===== src/rtl/neo_frame_scheduler.sv =====
`default_nettype none
// ----------------------------------------------------------------------------
// neo_frame_scheduler: pixel buffer plus frame sequencer feeding the NeoPixel
// serializer, with a latch gap after each frame. Optional macro:
// NEO_DOUBLE_BUFFER_EN (front/back buffers).                       Rev 1.0
// ----------------------------------------------------------------------------
module neo_frame_scheduler #(
    parameter int PIXELS_MAX  = 3,
    parameter int PIXELS_BITS = 2,
    parameter int RESET_DELAY = 600
) (
    input  logic                   CLK_10MHZ,
    input  logic                   RESETN,
    input  logic                   WR_EN,
    input  logic [PIXELS_BITS-1:0] WR_ADDR,
    input  logic [23:0]            WR_DATA,
    output logic                   WR_READY,
    input  logic                   START,
    input  logic                   CONTINUOUS,
    output logic [23:0]            PIX_DATA,
    output logic                   PIX_VALID,
    input  logic                   PIX_READY,
    output logic                   LATCH,
    output logic                   BUSY,
    output logic                   FRAME_DONE
);

    localparam int                     C_GAP_W    = $clog2(RESET_DELAY + 1);
    localparam logic [PIXELS_BITS-1:0] C_LAST_PIX = PIXELS_BITS'(PIXELS_MAX - 1);
    localparam logic [C_GAP_W-1:0]     C_LAST_GAP = C_GAP_W'(RESET_DELAY - 1);

    typedef enum logic [1:0] {
        ST_IDLE  = 2'd0,
        ST_FETCH = 2'd1,
        ST_SEND  = 2'd2,
        ST_LATCH = 2'd3
    } state_t;

    state_t                 state_q, state_d;
    logic [PIXELS_BITS-1:0] pix_idx_q, pix_idx_d;
    logic [C_GAP_W-1:0]     gap_cnt_q, gap_cnt_d;
    logic                   start_pend_q, start_pend_d;
    logic [23:0]            pix_data_q, pix_data_d;
    logic                   pix_valid_q, pix_valid_d;
    logic                   frame_done_q, frame_done_d;

    logic [23:0]            w_rd_data;
    logic                   w_addr_ok;
    logic                   w_wr_fire;
    logic                   w_gap_end;

    assign w_addr_ok = (32'(WR_ADDR) < PIXELS_MAX);
    assign w_wr_fire = WR_EN && WR_READY && w_addr_ok;
    assign w_gap_end = (state_q == ST_LATCH) && (gap_cnt_q == C_LAST_GAP);

`ifdef NEO_DOUBLE_BUFFER_EN
    logic        front_sel_q;
    logic        w_front_toggle;
    logic [23:0] buf_q [2][PIXELS_MAX];

    // Only host-requested frames advance to the freshly written buffer.
    assign w_front_toggle = ((state_q == ST_IDLE) && START) ||
                            (w_gap_end && (start_pend_q || START));
    assign WR_READY  = 1'b1;
    assign w_rd_data = buf_q[front_sel_q][pix_idx_q];

    always_ff @(posedge CLK_10MHZ or negedge RESETN) begin
        if (!RESETN) begin
            front_sel_q <= 1'b0;
            for (int b = 0; b < 2; b++) begin
                for (int i = 0; i < PIXELS_MAX; i++) begin
                    buf_q[b][i] <= '0;
                end
            end
        end else begin
            if (w_front_toggle) begin
                front_sel_q <= ~front_sel_q;
            end
            if (w_wr_fire) begin
                buf_q[~front_sel_q][WR_ADDR] <= WR_DATA;
            end
        end
    end
`else
    logic [23:0] buf_q [PIXELS_MAX];

    // The single buffer port is busy reading during FETCH.
    assign WR_READY  = (state_q != ST_FETCH);
    assign w_rd_data = buf_q[pix_idx_q];

    always_ff @(posedge CLK_10MHZ or negedge RESETN) begin
        if (!RESETN) begin
            for (int i = 0; i < PIXELS_MAX; i++) begin
                buf_q[i] <= '0;
            end
        end else if (w_wr_fire) begin
            buf_q[WR_ADDR] <= WR_DATA;
        end
    end
`endif

    always_ff @(posedge CLK_10MHZ or negedge RESETN) begin
        if (!RESETN) begin
            state_q      <= ST_IDLE;
            pix_idx_q    <= '0;
            gap_cnt_q    <= '0;
            start_pend_q <= 1'b0;
            pix_data_q   <= '0;
            pix_valid_q  <= 1'b0;
            frame_done_q <= 1'b0;
        end else begin
            state_q      <= state_d;
            pix_idx_q    <= pix_idx_d;
            gap_cnt_q    <= gap_cnt_d;
            start_pend_q <= start_pend_d;
            pix_data_q   <= pix_data_d;
            pix_valid_q  <= pix_valid_d;
            frame_done_q <= frame_done_d;
        end
    end

    always_comb begin
        state_d      = state_q;
        pix_idx_d    = pix_idx_q;
        gap_cnt_d    = gap_cnt_q;
        start_pend_d = start_pend_q;
        pix_data_d   = pix_data_q;
        pix_valid_d  = pix_valid_q;
        frame_done_d = 1'b0;

        if (START && (state_q != ST_IDLE)) begin
            start_pend_d = 1'b1;
        end

        case (state_q)
            ST_IDLE: begin
                if (START || CONTINUOUS) begin
                    state_d   = ST_FETCH;
                    pix_idx_d = '0;
                end
            end
            ST_FETCH: begin
                pix_data_d  = w_rd_data;
                pix_valid_d = 1'b1;
                state_d     = ST_SEND;
            end
            ST_SEND: begin
                if (PIX_READY) begin
                    pix_valid_d = 1'b0;
                    if (pix_idx_q == C_LAST_PIX) begin
                        state_d   = ST_LATCH;
                        gap_cnt_d = '0;
                    end else begin
                        pix_idx_d = pix_idx_q + 1'b1;
                        state_d   = ST_FETCH;
                    end
                end
            end
            ST_LATCH: begin
                gap_cnt_d = gap_cnt_q + 1'b1;
                if (w_gap_end) begin
                    // A START landing on the final gap cycle still earns a frame.
                    frame_done_d = 1'b1;
                    start_pend_d = 1'b0;
                    pix_idx_d    = '0;
                    gap_cnt_d    = '0;
                    state_d      = (CONTINUOUS || start_pend_q || START) ? ST_FETCH : ST_IDLE;
                end
            end
            default: state_d = ST_IDLE;
        endcase
    end

    assign PIX_DATA   = pix_data_q;
    assign PIX_VALID  = pix_valid_q;
    assign FRAME_DONE = frame_done_q;
    assign LATCH      = (state_q == ST_LATCH);
    assign BUSY       = (state_q != ST_IDLE);

endmodule
`default_nettype wire


===== config.mk =====
export PLATFORM = sky130hd
export DESIGN_NAME = neo_frame_scheduler
export DESIGN_NICKNAME = d
export VERILOG_FILES = /design/src/rtl/neo_frame_scheduler.sv
export SDC_FILE = /design/constraint.sdc
export NUM_CORES = 1
export LEC_CHECK = 0
export ABC_CLOCK_PERIOD_IN_PS = 1850
export CORE_MARGIN = 2
export CORE_UTILIZATION = 49
export CTS_CLUSTER_SIZE = 10
export DETAILED_ROUTE_END_ITERATION = 10
export PLACE_DENSITY = 0.72
export SYNTH_ARGS = -nofsm -noshare
export SYNTH_HDL_FRONTEND = slang
export SYNTH_SLANG_ARGS = --single-unit

===== constraint.sdc =====
create_clock -name CLK_10MHZ -period 1.85 [get_ports CLK_10MHZ]
set_input_delay 0.37 -clock CLK_10MHZ [delete_from_list [all_inputs] [get_ports CLK_10MHZ]]
set_output_delay 0.37 -clock CLK_10MHZ [all_outputs]
set_load 0.02 [all_outputs]

# Word level (Yosys, flattened, before mapping)
# Cells that the tools add are included.
# W data, S select, Z words.
[op_classes] n_addsub=2 mul=0 div_mod_pow=0 magnitude_cmp=4 n_eq_ne=11 n_shift=0 n_mux=28 bitwise=2 n_reduce_logical=17
[op_table] operator="$bwmux W72" count=1
[op_table] operator="$mux W24" count=3
[op_table] operator="$bmux W24 S2" count=1
[op_table] operator="$demux W24 S2" count=1
[op_table] operator="$mux W10" count=3
[op_table] operator="$pmux W10 S2" count=1
[op_table] operator="$mux W2" count=8
[op_table] operator="$add A10 B1 Y10 const B" count=1
[op_table] operator="$eq A10 B10 Y1 const B" count=1
[op_table] operator="$ne A2 B2 Y1 const B" count=4
[op_table] operator="$pmux W2 S4" count=1
[op_table] operator="$mux W1" count=7
[op_table] operator="$eq A2 B2 Y1 const B" count=3
[op_table] operator="$ge A3 B3 Y1 const B" count=2
[op_table] operator="$not A2 Y3" count=2
[op_table] operator="$pmux W2 S3" count=1
[op_table] operator="$reduce_and A3 Y1" count=2
[op_table] operator="$reduce_bool A2 Y1" count=3
[op_table] operator="$logic_and A1 B1 Y1" count=5
[op_table] operator="$reduce_and A5 Y1" count=1
[op_table] operator="$ne A2 B1 Y1 const B" count=2
[op_table] operator="$logic_or A1 B1 Y1" count=3
[op_table] operator="$lt A3 B1 Y1 const B" count=1
[op_table] operator="$reduce_bool A3 Y1" count=1
[op_table] operator="other kinds (6)" count=6
[word_totals] ff_bits=113 latch_bits=0 ramBits=0 rom_bits=0 inputBits=32 output_inout_bits=29 word_cells=74 mem_count=0

# Longest topological paths before layout
[logic_depth] depth_word=6 ltp_mapped=7 ltp_nobuf=6

# Worst setup path before layout
# No wires, ideal clock.
[synth_timing] path_type="reg2reg" startpoint="register pix_idx_q[0]" endpoint="register gap_cnt_q[9]" setup_time_ns=0.078 t_arrival_ns=1.483 required_time_ns=1.772 setup_slack_ns=0.289 stages_incl_launch_ff=7 n_path_buf=1 synth_period_minus_slack_ns=1.561 cell_sequence="dfrtp_1 -> buf_2 -> inv_1 -> ha_1 -> a21oi_1 -> or4_1 -> a21oi_1"
[synth_between] elab_chain_cells=3
[synth_lines] item="start: declaration" line="40" text="logic [PIXELS_BITS-1:0] pix_idx_q, pix_idx_d;"
[synth_lines] item="start signal: assignment" line="113" text="pix_idx_q <= pix_idx_d;"
[synth_lines] item="$eq A2 B2 Y1" line="150" text="if (pix_idx_q == C_LAST_PIX) begin"
[synth_lines] item="$ne A2 B2 Y1 (no line)"
[synth_lines] item="$reduce_and A3 Y1 (no line)"
[synth_lines] item="end signal: assignment" line="114" text="gap_cnt_q <= gap_cnt_d;"
[synth_lines] item="end: declaration" line="41" text="logic [C_GAP_W-1:0] gap_cnt_q, gap_cnt_d;"
# No other way between the ends.
# A chain may end at the register's enable or synchronous reset.

# Final worst setup path
[layout_timing] startpoint="register frame_done_q (netlist: FRAME_DONE)" endpoint="output port FRAME_DONE"
[layout_lines] item="start: declaration" line="45" text="logic frame_done_q, frame_done_d;"
[layout_lines] item="start signal: assignment" line="118" text="frame_done_q <= frame_done_d;"
[layout_lines] item="end: declaration" line="25" text="output logic FRAME_DONE"
# No word-level cell between the ends.

==> results.md <==
- Pre-antenna DRT Iters: 4
- Clk_skew: ~0.012 ns
- Origin of the critical flop-to-flop path: pix_idx_q[1]$_DFFE_PN0P_
- DRT antenna net count: 0
- Post-Synth XOR/XNOR Area: under 10%
- Largest net degree at the start of global routing: 32
- Max clock buf depth: 2
- Worst path max stage delay: 0.59 ns
- Placed Area: 5770 sq um
- Worst Hold Class: input port to async pin
- Mapped Nets: roughly 440
- Vias in the first global route: 3455
- Clk Latency, worst-skew pair: between 0.5 and 0.6 ns
- Reg2reg end: gap_cnt_q[9]$_DFFE_PN0P_
- GRT Overall Usage: 19.9%
- Hold Vio Cnt, Final: 0
- CTS clk-pin slew, worst paths: roughly 0.060 ns
- GRT overflow: 0
- CTS tree: built
- Site Rows: 36
- Status: finished, final reports clean
- Maximum fanout along the worst path: 1
- Mapped cell area: around 4900 sq um
- VDD IR max: between 0.0006 and 0.0007 V
- Final HPWL DP: approximately 6.6 mm
- Buf/Inv on CP: 1
- Ys Warns: 0
- PwrDens: around 1200 nW/um^2
- Placement Setup Slack: -0.0395 ns
- Simple-gate share of the synthesized area: a little under a tenth
- Final hold slack: approximately 0.32 ns
- H-tree depth: 4
- Reg2reg setup slack: ~0.16 ns
- Synth Area in Compound Gates: roughly 7.5%
- Num CTS Buffers: 17
- Via count: about 3400
- Adder-Cell Fraction of Synth Area: less than 1%
- Area of the die: approximately 11000 sq um
- Fmax: approximately 560 MHz
- CTS root buf: clkbuf_8
- Slowest-stage cell, CP: clkdlybuf4s50_1
- Logic depth of the worst path, buffers included: 1
- Nets@finish: a little over 500
- Mux share of post-synthesis cell area: between 20% and 30%
- Fin area: roughly 6400 sq um
- Worst setup EP type: primary output
- Crit path launch type: register
- I/O Buffers: 60
- Seq/Total Area, Yosys: between 50% and 60%
- GP Congestion: between 0.7 and 0.8
- Average wire per standard cell: 16.1 um
- Die width: roughly 100 um
- Layout cells sized above 1: a little over a quarter
- Largest family of logic cells by synthesized area: multiplexers
- RSZ-0062 raised after global routing: false
- Fillers: 751
- Post-synthesis async set-or-reset flop share: between 90% and 100%
- PnR worst setup slack: 0.0667 ns
- Leakage power: just over 3 nW
- Worst Tran Pin Value: between 0.6 and 0.7 ns
- Relative slew margins: approximately 56%
- # diodes: 0
- Worst EP required: between 1 and 1.5 ns
- Remaining DRCs: 0
- Final Setup Violations: 0
- Number of clock sinks: around 110
- Setup crit start: FRAME_DONE$_DFF_PN0_
- Initial DRC Count: 77
- Ports: between 60 and 70
- Crit path cell chain: clkdlybuf4s50_1
- Design Power: about 7.7 mW
- Tmin final: approximately 1.8 ns
- Initial antenna violation count: 0
- Initial Utilization: around half
- R2R depth: 5
- Slew Limit Fails: 0
- Critical path type: register to primary output
- Synth Flop Type: dfrtp_1
- Number of synthesized register bits: ~110
- CP top delay family: buffers and inverters
- Setup bufs post-CTS: 0
- Fin util: roughly two thirds
- Layout area overhead: 29.9%
- Distinct cells, synth: 39
- DRT Wirelength: around 10 mm
- Average vias per placed instance: about 5.3
- Die H: approximately 100 um
- First-pass GRT wire length: 16.9 mm
- Core area: slightly below 10000 sq um
- Max-Cap Viols: 0
- Period utilisation layout: between 90% and 100%
- Mapped Cells: about 400
- WP data arrival: between 1 and 1.5 ns
- Mean Syn Cell Area: ~12 sq um
- EDFF count, synth: 0
-- cell families after synthesis --
family          count (synthesis)
compound gates                 68
mux                            96
xor+xnor                        6
fa+ha+maj                       2
buf+inv                        25
flops                         113
simple gates                   94
-- routing by layer --
layer  wire length (um)  vias up  GRT usage, %
li1                   -     1586             -
met1               4480     1708          25.0
met2               5200       56          33.5
met3                348       11          5.95
met4                 94        0          6.08
met5                  0        -             0
-- power breakdown --
group	switching, mW	total, mW	internal, mW	leakage, nW
combinational	0.752	1.50	0.743	1.38
sequential	0.276	3.20	2.93	1.39
clock	1.13	2.97	1.84	0.258
-- timing repair --
item	4_1_cts	5_1_grt
hold buffers	1	0
pin swaps	0	0
gates resized for setup	27	16
endpoints found under the setup margin	14	23
hold endpoints to repair	22	0
-- Yosys cell counts (3+ instances only) --
cell,number,area (sq um)
a21oi_1,29,145
buf_2,11,55.1
clkbuf_1,6,22.5
dfrtp_1,113,2830
inv_1,3,11.3
mux2_1,4,45.0
mux2_2,68,766
mux2i_1,24,240
nand2_1,32,120
nand2b_1,3,18.8
nand3_1,3,15.0
nand4_1,3,18.8
nor2_1,39,146
o21ai_0,30,150
o31ai_1,3,22.5
xnor2_1,3,26.3
xor2_1,3,26.3
-- cell usage in the layout, fill, tap and decap left out, types with 6 or more instances in the layout --
cell type / count
mux2i_1: 24
nor2_1: 38
clkinvlp_4: 6
dlygate4sd2_1: 11
clkdlybuf4s50_1: 31
clkbuf_16: 16
buf_4: 16
a21oi_1: 29
dlymetal6s2s_1: 14
o21ai_0: 30
nand2_1: 32
dfrtp_1: 113
mux2_2: 68
-- how the worst max path moves through the flow --
stage / end / slack [ns]
floorplan: gap_cnt_q[9]$_DFFE_PN0P_ / 0.29
global placement: buf_q[56]$_DFFE_PN0P_ / 0.01
detailed placement: buf_q[57]$_DFFE_PN0P_ / -0.04
CTS: PIX_DATA[3] / 0.003
global route: LATCH / 0.01
finish: FRAME_DONE / 0.07
-- per-stage QoR --
stage               setup TNS [ns]  cells
CTS                              0    629
finish                           0    629
floorplan                        0    404
detailed placement          -0.605    596
global placement                 0    596
global route                     0    629
-- flip-flops by register name, summed over array words and instances, names as in the netlist --
register	flops
PIX_DATA	24
start_pend_q	1
buf_q	72
gap_cnt_q	10
FRAME_DONE	1
pix_idx_q	2
PIX_VALID	1
state_q	2
-- worst reg2reg max path, stage by stage, from the launching register on --
cell,delay (ns)
dfrtp_1,0.40
buf_6,0.24
ha_1,0.25
a21oi_1,0.10
or4_1,0.50
a21oi_1,0.14
-- layout make-up --
type | count | area (sq um) | share of cell area (%)
clock buffer | 19 | 442 | 6.94
timing repair buffer | 82 | 845 | 13.3
tap | 133 | 166 | 2.61
clock inverter | 13 | 113 | 1.77
sequential | 113 | 2830 | 44.4
inverter | 3 | 11.3 | 0.177
multi-input combinational | 266 | 1960 | 30.8
Note: power is estimated with default switching activity, not from simulation.
==> variant, RTL diff (same settings) <==
Take the reset off `pix_data_q` and load it in a clocked block of its own.
--- a/src/rtl/neo_frame_scheduler.sv
+++ b/src/rtl/neo_frame_scheduler.sv
@@ -105,7 +105,6 @@
             pix_idx_q    <= '0;
             gap_cnt_q    <= '0;
             start_pend_q <= 1'b0;
-            pix_data_q   <= '0;
             pix_valid_q  <= 1'b0;
             frame_done_q <= 1'b0;
         end else begin
@@ -113,10 +112,13 @@
             pix_idx_q    <= pix_idx_d;
             gap_cnt_q    <= gap_cnt_d;
             start_pend_q <= start_pend_d;
-            pix_data_q   <= pix_data_d;
             pix_valid_q  <= pix_valid_d;
             frame_done_q <= frame_done_d;
         end
+    end
+
+    always_ff @(posedge CLK_10MHZ) begin
+        pix_data_q <= pix_data_d;
     end
 
     always_comb begin
Behaviour: differs if RESETN is asserted again (counterexample within 4 cycles, from zero or initial values and one cycle with RESETN low); with RESETN held inactive, the same outputs for 4 cycles.
==> variant against the unedited design <==
- worst setup slack worse by 0.025 ns
- die area shrank 1.6%
- total power increased by 4.5%
- utilization increased by 0.62 points
- critical path depth is the same
- synthesized area shrank 1.7%
- sequential share of layout area rose by 1.9 points
- clock power is 18% higher
- maximum frequency shrank 1.4%
- cell area about the same
- hold slack got worse by 0.084 ns
- sequential cell count is the same
- routed wire length shrank 4.6%
- critical path type unchanged
- critical endpoint is now PIX_DATA[19]
==> variant: results (changes against the unedited design) <==
Adder-Cell Fraction of Synth Area: 0.005192 (+0.00008746)
fraction of registers with async set/reset: 0.7876 (-0.2124)
Post-Syn Instances: 355 (-12%)
mean routed wirelength per cell: 16.51 µm (+2.6%)
WL met2: 4.815 mm (-7.4%)
Area Growth Syn to Fin: 32.11%
Rel. slew slack: 0.5479 (-0.007841)
Post-Place Cells: 552 (-7.4%)
outcome: finished, final reports clean
vias in the first global route: 3,168 (-8.3%)
non-filler instance count after layout: 585 (-7.0%)
Setup Skew: 0.009291 ns (-0.002235 ns)
multi-input logic area: 1773 µm² (-9.6%)
hold slack: 0.2330 ns (-0.08427 ns)
crit path capture: PIX_DATA[19]
Routability Congestion: 0.8160 (+3.7%)
Signal inverters: 4 (+1)
Layout clock area frac: 0.1012 (+0.01413)
comb_multi_in: 221 (-17%)
met3 wire len: 321 µm (-7.8%)
post-DP HPWL: 6.064 mm (-8.6%)
Setup WS pre-CTS: -0.06640 ns (-0.02692 ns)
layout cell share with drive strength beyond 1: 0.3075 (+0.03736)
crit path DAT: 1.44 ns (+0.03 ns)
first-pass GRT wire length: 15.97 mm (-5.7%)
DR iter-0 viols: 61 (-21%)
Max stage delay on crit path: 0.62 ns (+0.03 ns)
Leak: 0.002658 µW (-12%)
Worst R2R Path Depth: 6 (+1)
Synth area leaders: dfrtp_1 46%, mux2_2 17%, edfxtp_1 15%
met1 wire length: 4.372 mm (-2.5%)
buffering overhead: 0.1287 (-0.003956)
Vias/cell: 5.301 (-0.80%)
Post-Synth XOR/XNOR Area: 0.009086 (-0.001634)
sequential portion of the cell area: 0.4632 (+0.01897)
M1 GR Usage: 0.2552 (+0.005261)
syn_nets: 389 (-11%)
compound-cell area share of the yosys netlist: 0.05322 (-0.02182)
r2r startpoint: pix_idx_q[0]
met2 Usage GRT: 0.3307 (-0.003917)
peak supply drop: 816.9 µV (+26%)
# fillers: 727 (-3.2%)
Clock buffer cells: 22 (+3)
## variant: cell types whose count changed in the layout (fill, tap and decap cells not counted), sizes merged, moves of 2 or more
cell           before  now
bufinv              1    5
nor3                2    4
dfrtp             113   89
dlygate4sd2        11    2
dlymetal6s2s       14    6
clkbuf             19   23
clkdlybuf4s50      31   48
clkinvlp            6    1
edfxtp              0   24
nor2               39   12
a21oi              29    6
## variant: cell families (layout without fill, tap and decap cells)
family | count (synthesis) | after routing
buffers and inverters | 21 | 118
AOI/OAI and AO/OA | 46 | 46
DFF | 113 | 113
adders and majority gates | 2 | 2
muxes | 96 | 96
xor gates and xnor gates | 5 | 5
and+or+nand+nor | 72 | 72
## variant: power by group
group | total, µW | internal, µW | switching [µW]
Combinational | 1240 | 643 | 592
Sequential | 3280 | 3010 | 266
Clock | 3500 | 2420 | 1070
## variant: timing repair
item / CTS / global route
resized for setup: 17 / 7
endpoints found under the setup margin: 6 / 7
endpoints found under the hold margin: 89 / 0
hold buffers: 1 / 0
